**config.mk**
```make
export PLATFORM = sky130hd
export DESIGN_NAME = ps2_host_tx
export DESIGN_NICKNAME = d
export VERILOG_FILES = /design/src/rtl/ps2_host_tx.sv
export SDC_FILE = /design/constraint.sdc
export NUM_CORES = 1
export LEC_CHECK = 0
export BUFFER_PORTS_ARGS = -buffer_cell sky130_fd_sc_hd__buf_4
export CORE_MARGIN = 4
export CORE_UTILIZATION = 35
export DETAILED_ROUTE_END_ITERATION = 10
export PLACE_DENSITY = 0.57
export SLEW_MARGIN = 20
export SYNTH_ARGS = -nofsm -noshare
export SYNTH_HDL_FRONTEND = slang
export SYNTH_SLANG_ARGS = --single-unit
```
**constraint.sdc**
```tcl
create_clock -name clk -period 1.81 [get_ports clk]
set_input_delay 0.2715 -clock clk [delete_from_list [all_inputs] [get_ports clk]]
set_output_delay 0.2715 -clock clk [all_outputs]
set_load 0.1 [all_outputs]
```
**src/rtl/ps2_host_tx.sv**
```systemverilog
// Host-to-device PS/2 transmitter.
// Sends one command byte to the keyboard over the open-drain PS/2 clock/data pair. It holds the
// clock low to inhibit the device, then issues request-to-send. It shifts the frame out on
// device-generated falling edges and checks the device ACK.
//
// Ports:
//   clk          system clock
//   rst          synchronous reset, active-low
//   tx_data      command byte, latched when tx_start is accepted
//   tx_start     one-cycle request, accepted only when idle
//   tx_busy      high while a transfer is in progress
//   tx_done      one-cycle pulse: frame sent and ACK received
//   tx_err       one-cycle pulse: missing ACK or timeout
//   ps2_clk_in   sensed PS/2 clock line (asynchronous)
//   ps2_data_in  sensed PS/2 data line (asynchronous)
//   ps2_clk_oe   1 = pull PS/2 clock low, 0 = release
//   ps2_data_oe  1 = pull PS/2 data low, 0 = release
module ps2_host_tx #(
  parameter int unsigned INHIBIT_CYCLES = 5000,
  parameter int unsigned TIMEOUT_CYCLES = 750000
) (
  input  logic       clk,
  input  logic       rst,
  input  logic [7:0] tx_data,
  input  logic       tx_start,
  output logic       tx_busy,
  output logic       tx_done,
  output logic       tx_err,
  input  logic       ps2_clk_in,
  input  logic       ps2_data_in,
  output logic       ps2_clk_oe,
  output logic       ps2_data_oe
);

  // One counter serves both the inhibit interval and the ACK timeout; they never overlap.
  localparam int unsigned CntMax = (INHIBIT_CYCLES > TIMEOUT_CYCLES) ? INHIBIT_CYCLES
                                                                     : TIMEOUT_CYCLES;
  localparam int unsigned CntW   = $clog2(CntMax + 1);

  typedef enum logic [2:0] {
    StIdle,
    StInhibit,
    StRts,
    StShift,
    StAck,
    StWaitIdle
  } state_e;

  state_e          state_q, state_d;
  logic [CntW-1:0] cnt_q, cnt_d;
  logic [3:0]      bit_q, bit_d;
  logic [10:0]     frame_q, frame_d;
  logic            busy_q, busy_d;
  logic            done_q, done_d;
  logic            err_q, err_d;
  logic            clk_oe_q, clk_oe_d;
  logic            data_oe_q, data_oe_d;

  logic clk_s1_q, clk_s2_q, clk_prev_q;
  logic data_s1_q, data_s2_q;
  logic fall_q;
  logic fall;
  logic in_ack_window;

  assign fall          = clk_prev_q & ~clk_s2_q;
  assign in_ack_window = (state_q == StShift) || (state_q == StAck) || (state_q == StWaitIdle);

  always_comb begin
    state_d = state_q;
    cnt_d   = cnt_q;
    bit_d   = bit_q;
    frame_d = frame_q;
    done_d  = 1'b0;
    err_d   = 1'b0;

    unique case (state_q)
      StIdle: begin
        cnt_d = '0;
        if (tx_start) begin
          // f0 start, f1..f8 data LSB first, f9 odd parity, f10 stop
          frame_d = {1'b1, ~^tx_data, tx_data, 1'b0};
          state_d = StInhibit;
        end
      end
      StInhibit: begin
        if (cnt_q == CntW'(INHIBIT_CYCLES - 1)) begin
          cnt_d   = '0;
          state_d = StRts;
        end else begin
          cnt_d = cnt_q + 1'b1;
        end
      end
      StRts: begin
        bit_d   = 4'd0;
        cnt_d   = '0;
        state_d = StShift;
      end
      StShift: begin
        cnt_d = cnt_q + 1'b1;
        if (fall_q) begin
          bit_d = bit_q + 4'd1;
          if (bit_q == 4'd9) begin
            state_d = StAck;
          end
        end
      end
      StAck: begin
        cnt_d = cnt_q + 1'b1;
        if (fall_q) begin
          if (!data_s2_q) begin
            state_d = StWaitIdle;
          end else begin
            err_d   = 1'b1;
            state_d = StIdle;
          end
        end
      end
      StWaitIdle: begin
        cnt_d = cnt_q + 1'b1;
        if (clk_s2_q && data_s2_q) begin
          done_d  = 1'b1;
          state_d = StIdle;
        end
      end
      default: state_d = StIdle;
    endcase

    // Timeout overrides any progress made in the same cycle.
    if (in_ack_window && (cnt_q == CntW'(TIMEOUT_CYCLES - 1))) begin
      state_d = StIdle;
      cnt_d   = '0;
      done_d  = 1'b0;
      err_d   = 1'b1;
    end
  end

  // Line drivers are decoded from the next state so they are glitch-free registers that change
  // in the same cycle as the state.
  always_comb begin
    busy_d    = (state_d != StIdle);
    clk_oe_d  = (state_d == StInhibit) || (state_d == StRts);
    data_oe_d = (state_d == StRts) || ((state_d == StShift) && !frame_d[bit_d]);
  end

  always_ff @(posedge clk) begin
    if (!rst) begin
      state_q    <= StIdle;
      cnt_q      <= '0;
      bit_q      <= 4'd0;
      frame_q    <= '0;
      busy_q     <= 1'b0;
      done_q     <= 1'b0;
      err_q      <= 1'b0;
      clk_oe_q   <= 1'b0;
      data_oe_q  <= 1'b0;
      // Idle-high reset values avoid a spurious falling edge after reset.
      clk_s1_q   <= 1'b1;
      clk_s2_q   <= 1'b1;
      clk_prev_q <= 1'b1;
      data_s1_q  <= 1'b1;
      data_s2_q  <= 1'b1;
      fall_q     <= 1'b0;
    end else begin
      state_q    <= state_d;
      cnt_q      <= cnt_d;
      bit_q      <= bit_d;
      frame_q    <= frame_d;
      busy_q     <= busy_d;
      done_q     <= done_d;
      err_q      <= err_d;
      clk_oe_q   <= clk_oe_d;
      data_oe_q  <= data_oe_d;
      clk_s1_q   <= ps2_clk_in;
      clk_s2_q   <= clk_s1_q;
      clk_prev_q <= clk_s2_q;
      data_s1_q  <= ps2_data_in;
      data_s2_q  <= data_s1_q;
      fall_q     <= fall;
    end
  end

  assign tx_busy     = busy_q;
  assign tx_done     = done_q;
  assign tx_err      = err_q;
  assign ps2_clk_oe  = clk_oe_q;
  assign ps2_data_oe = data_oe_q;

endmodule
```
==> results.cfg <==
[power_and_ir_drop]
combPwrFrac_pct = 12.3
sequentialPowerShare_pct = 56.0
power_leakage_nw = 1.26
p_switching_mw = 0.515
irDropWorstVdd_v = 0.000387
swShare_pct = 25.8
clock_power_share_pct = 31.6
power_density_nw_per_um2 = 622
p_int_mw = 1.48

[global_routing]
grt.total_usage_pct = 14.2
grt_start_max_net_pins = 16
antenna_found_initial = 0
grt_pass1_vias = 2040
grt.overflow.total = 0
grt_pass1_wl_mm = 9.60
use_met3_pct = 3.89
grtUsageMet2_pct = 22.9
met1_usage_pct = 18.5
grt.busiest_layer = met2

[detailed_routing]
num_vias = 2281
totalWireLength_mm = 5.99
final_antenna_net_count = 0
avgViaCountPerCell = 5.17
avgRoutedWirePerCell_um = 13.6
dr.pass1.iters = 4
drc = 0
drt_iter0_drc = 82

[sta]
finalClockSkew_ps = 7.26
finalSetupViolCount = 0
rsz0062_at_grt = true
finalCriticalPeriod_ps = 1770
relSlewSlack_pct = 74.0
hold_violations = 0
period_share_pct = 97.9
drv_slew = 0
worst_pin_slew_ps = 387
fmax_mhz = 564
hold_ws_ps = 149

[die]
num_rows = 30
ios = 18
core_um2 = 6760
dieArea_um2 = 8290
initial_utilization_pct = 35.7
chipHeight_um = 91.0
die_w_um = 91.0

[clock_network]
cts_max_path_buffers = 2
path_clk_slew_ps = 90
numCtsBuffers = 5
clkLatencyLatePin_ps = 300
cts_sinks = 49
cts_tree = built
cts-root-buf = clkbuf_8
h-tree-depth = 2

[critical_path]
worstPathRequired_ps = 2010
cp-end-kind = flip-flop
crit_type = reg -> reg
startpoint_type = flip-flop
cp_max_fo = 8
cp_data_arrival_time_ps = 1980

[synth]
netlist_instances = 301
synth_warnings = 0
syn_nets = 317
synth_edf_count = 0
seq_area_frac_synth_pct = 40.6
synth_area_per_cell_um2 = 8.02
yosysUniqueCellTypes = 48
ys_ff_latch = 49
async_flop_share_pct = 0
synthFlopType = dfxtp_1
syn_area_um2 = 2410

[layout]
drive_above_1_share_pct = 31.3
final_net_count = 376
finalNonFillerCells = 441
finish.utilization_pct = 47.5
areaGrowthSynthToFinish_pct = 33.0
fin_area_um2 = 3210
antenna_cells = 0

[placement]
place_hpwl_mm = 4.28
gp_congestion = 0.847
place.port_buffers = 17
dpl_cell_area_um2 = 2860
placed_cells = 423

[run_status]
outcome = completed

[flow_run]
cap_violations = 0

[worst_hold_path]
hold_path.class = in -> reg
## layout by cell type (no fill, tap or decap), types with 8 or more instances in the layout
cell type / count
xnor2_1: 15
a21oi_1: 22
nor2_1: 42
xor2_1: 9
nand3_1: 10
dfxtp_1: 37
nand2_1: 41
inv_1: 8
buf_4: 56
nor3_1: 9
nand4_1: 10
## metrics by stage
stage	worst slack [ps]	setup TNS (ps)	power (mW)
final	37.2	0	2.00
after global routing	-66.2	-225	2.09
after CTS	4.55	0	2.01
after detailed placement	-94.5	-94.5	1.37
after global placement	-18.9	-18.9	1.37
after floorplan	0.764	0	1.29
## path summary, 6_finish.rpt
check,cells after the start,slack [ps],from,endpoint
worst max-delay path,9,40,state_q[2],ps2_data_oe
worst min-delay path,2,150,ps2_data_in,data_s1_q
worst max register to register,9,40,state_q[2],ps2_data_oe
worst min register to register,2,400,clk_prev_q,fall_q
## cells in the mapped netlist (4+ instances only)
| cell type | number | area, um2 |
|---|---|---|
| a31oi_1 | 4 | 25.0 |
| o21ai_0 | 9 | 45.0 |
| nor3_1 | 10 | 50.1 |
| nor2_1 | 43 | 161 |
| dfxtp_1 | 49 | 981 |
| nand3_1 | 12 | 60.1 |
| nand4_1 | 10 | 62.6 |
| nor2b_1 | 6 | 37.5 |
| nand2b_1 | 7 | 43.8 |
| a21oi_1 | 22 | 110 |
| xnor2_1 | 15 | 131 |
| clkbuf_1 | 5 | 18.8 |
| nand2_1 | 43 | 161 |
| xor2_1 | 9 | 78.8 |
| inv_1 | 9 | 33.8 |
## kinds of logic (layout without fill, tap and decap cells)
kind of cell               after synthesis  in the layout  share of synthesized area, %
xor gates and xnor gates                24             24                          8.71
and+or+nand+nor                        151            151                          30.7
AOI/OAI and AO/OA                       52             52                          13.6
adders and majority gates                3              3                          1.56
buffers and inverters                   19             79                          3.42
muxes                                    3              3                          1.35
DFF                                     49             49                          40.6
## power by group through the flow
stage	clock network [mW]	registers, mW	logic (mW)
finish	0.631	1.12	0.246
floorplan	0	1.17	0.117
global route	0.700	1.12	0.270
detailed placement	0	1.15	0.223
CTS	0.657	1.12	0.224
global placement	0	1.15	0.223
## what timing repair did
item                       CTS  global route
pin swaps                    0            12
cloned                       0             1
hold buffers                 0             0
gates resized for setup      6            51
setup buffers                1             8
setup endpoints to repair    1            21
## layout make-up
cell class | count | area (um2)
multi-input combinational | 233 | 1510
sequential | 49 | 1010
inverter | 9 | 33.8
timing repair buffer | 62 | 482
tap | 80 | 100
clock buffer | 8 | 80.1
fill | 684 | 3550
## layer usage
metal / vias to the layer above / routed length, um
met5: - / 0
met4: 0 / 102
met3: 9 / 240
met2: 54 / 2910
met1: 1058 / 2730
li1: 1160 / -
## sequential cells by signal, summed over array words and instances, names as in the netlist, 3 cells and up
name	cells
state_q	3
bit_q	4
cnt_q	20
frame_q	11
## critical path, stage by stage (launching register included)
cell and delay (ps):
dfxtp_2 340, nand2b_4 180, buf_4 160, a221oi_4 340, buf_6 170, a32oi_1 90, o31ai_1 90, nand4_1 110
nand4_1 140, a21boi_2 60
Power figures use the tool's default switching activity.
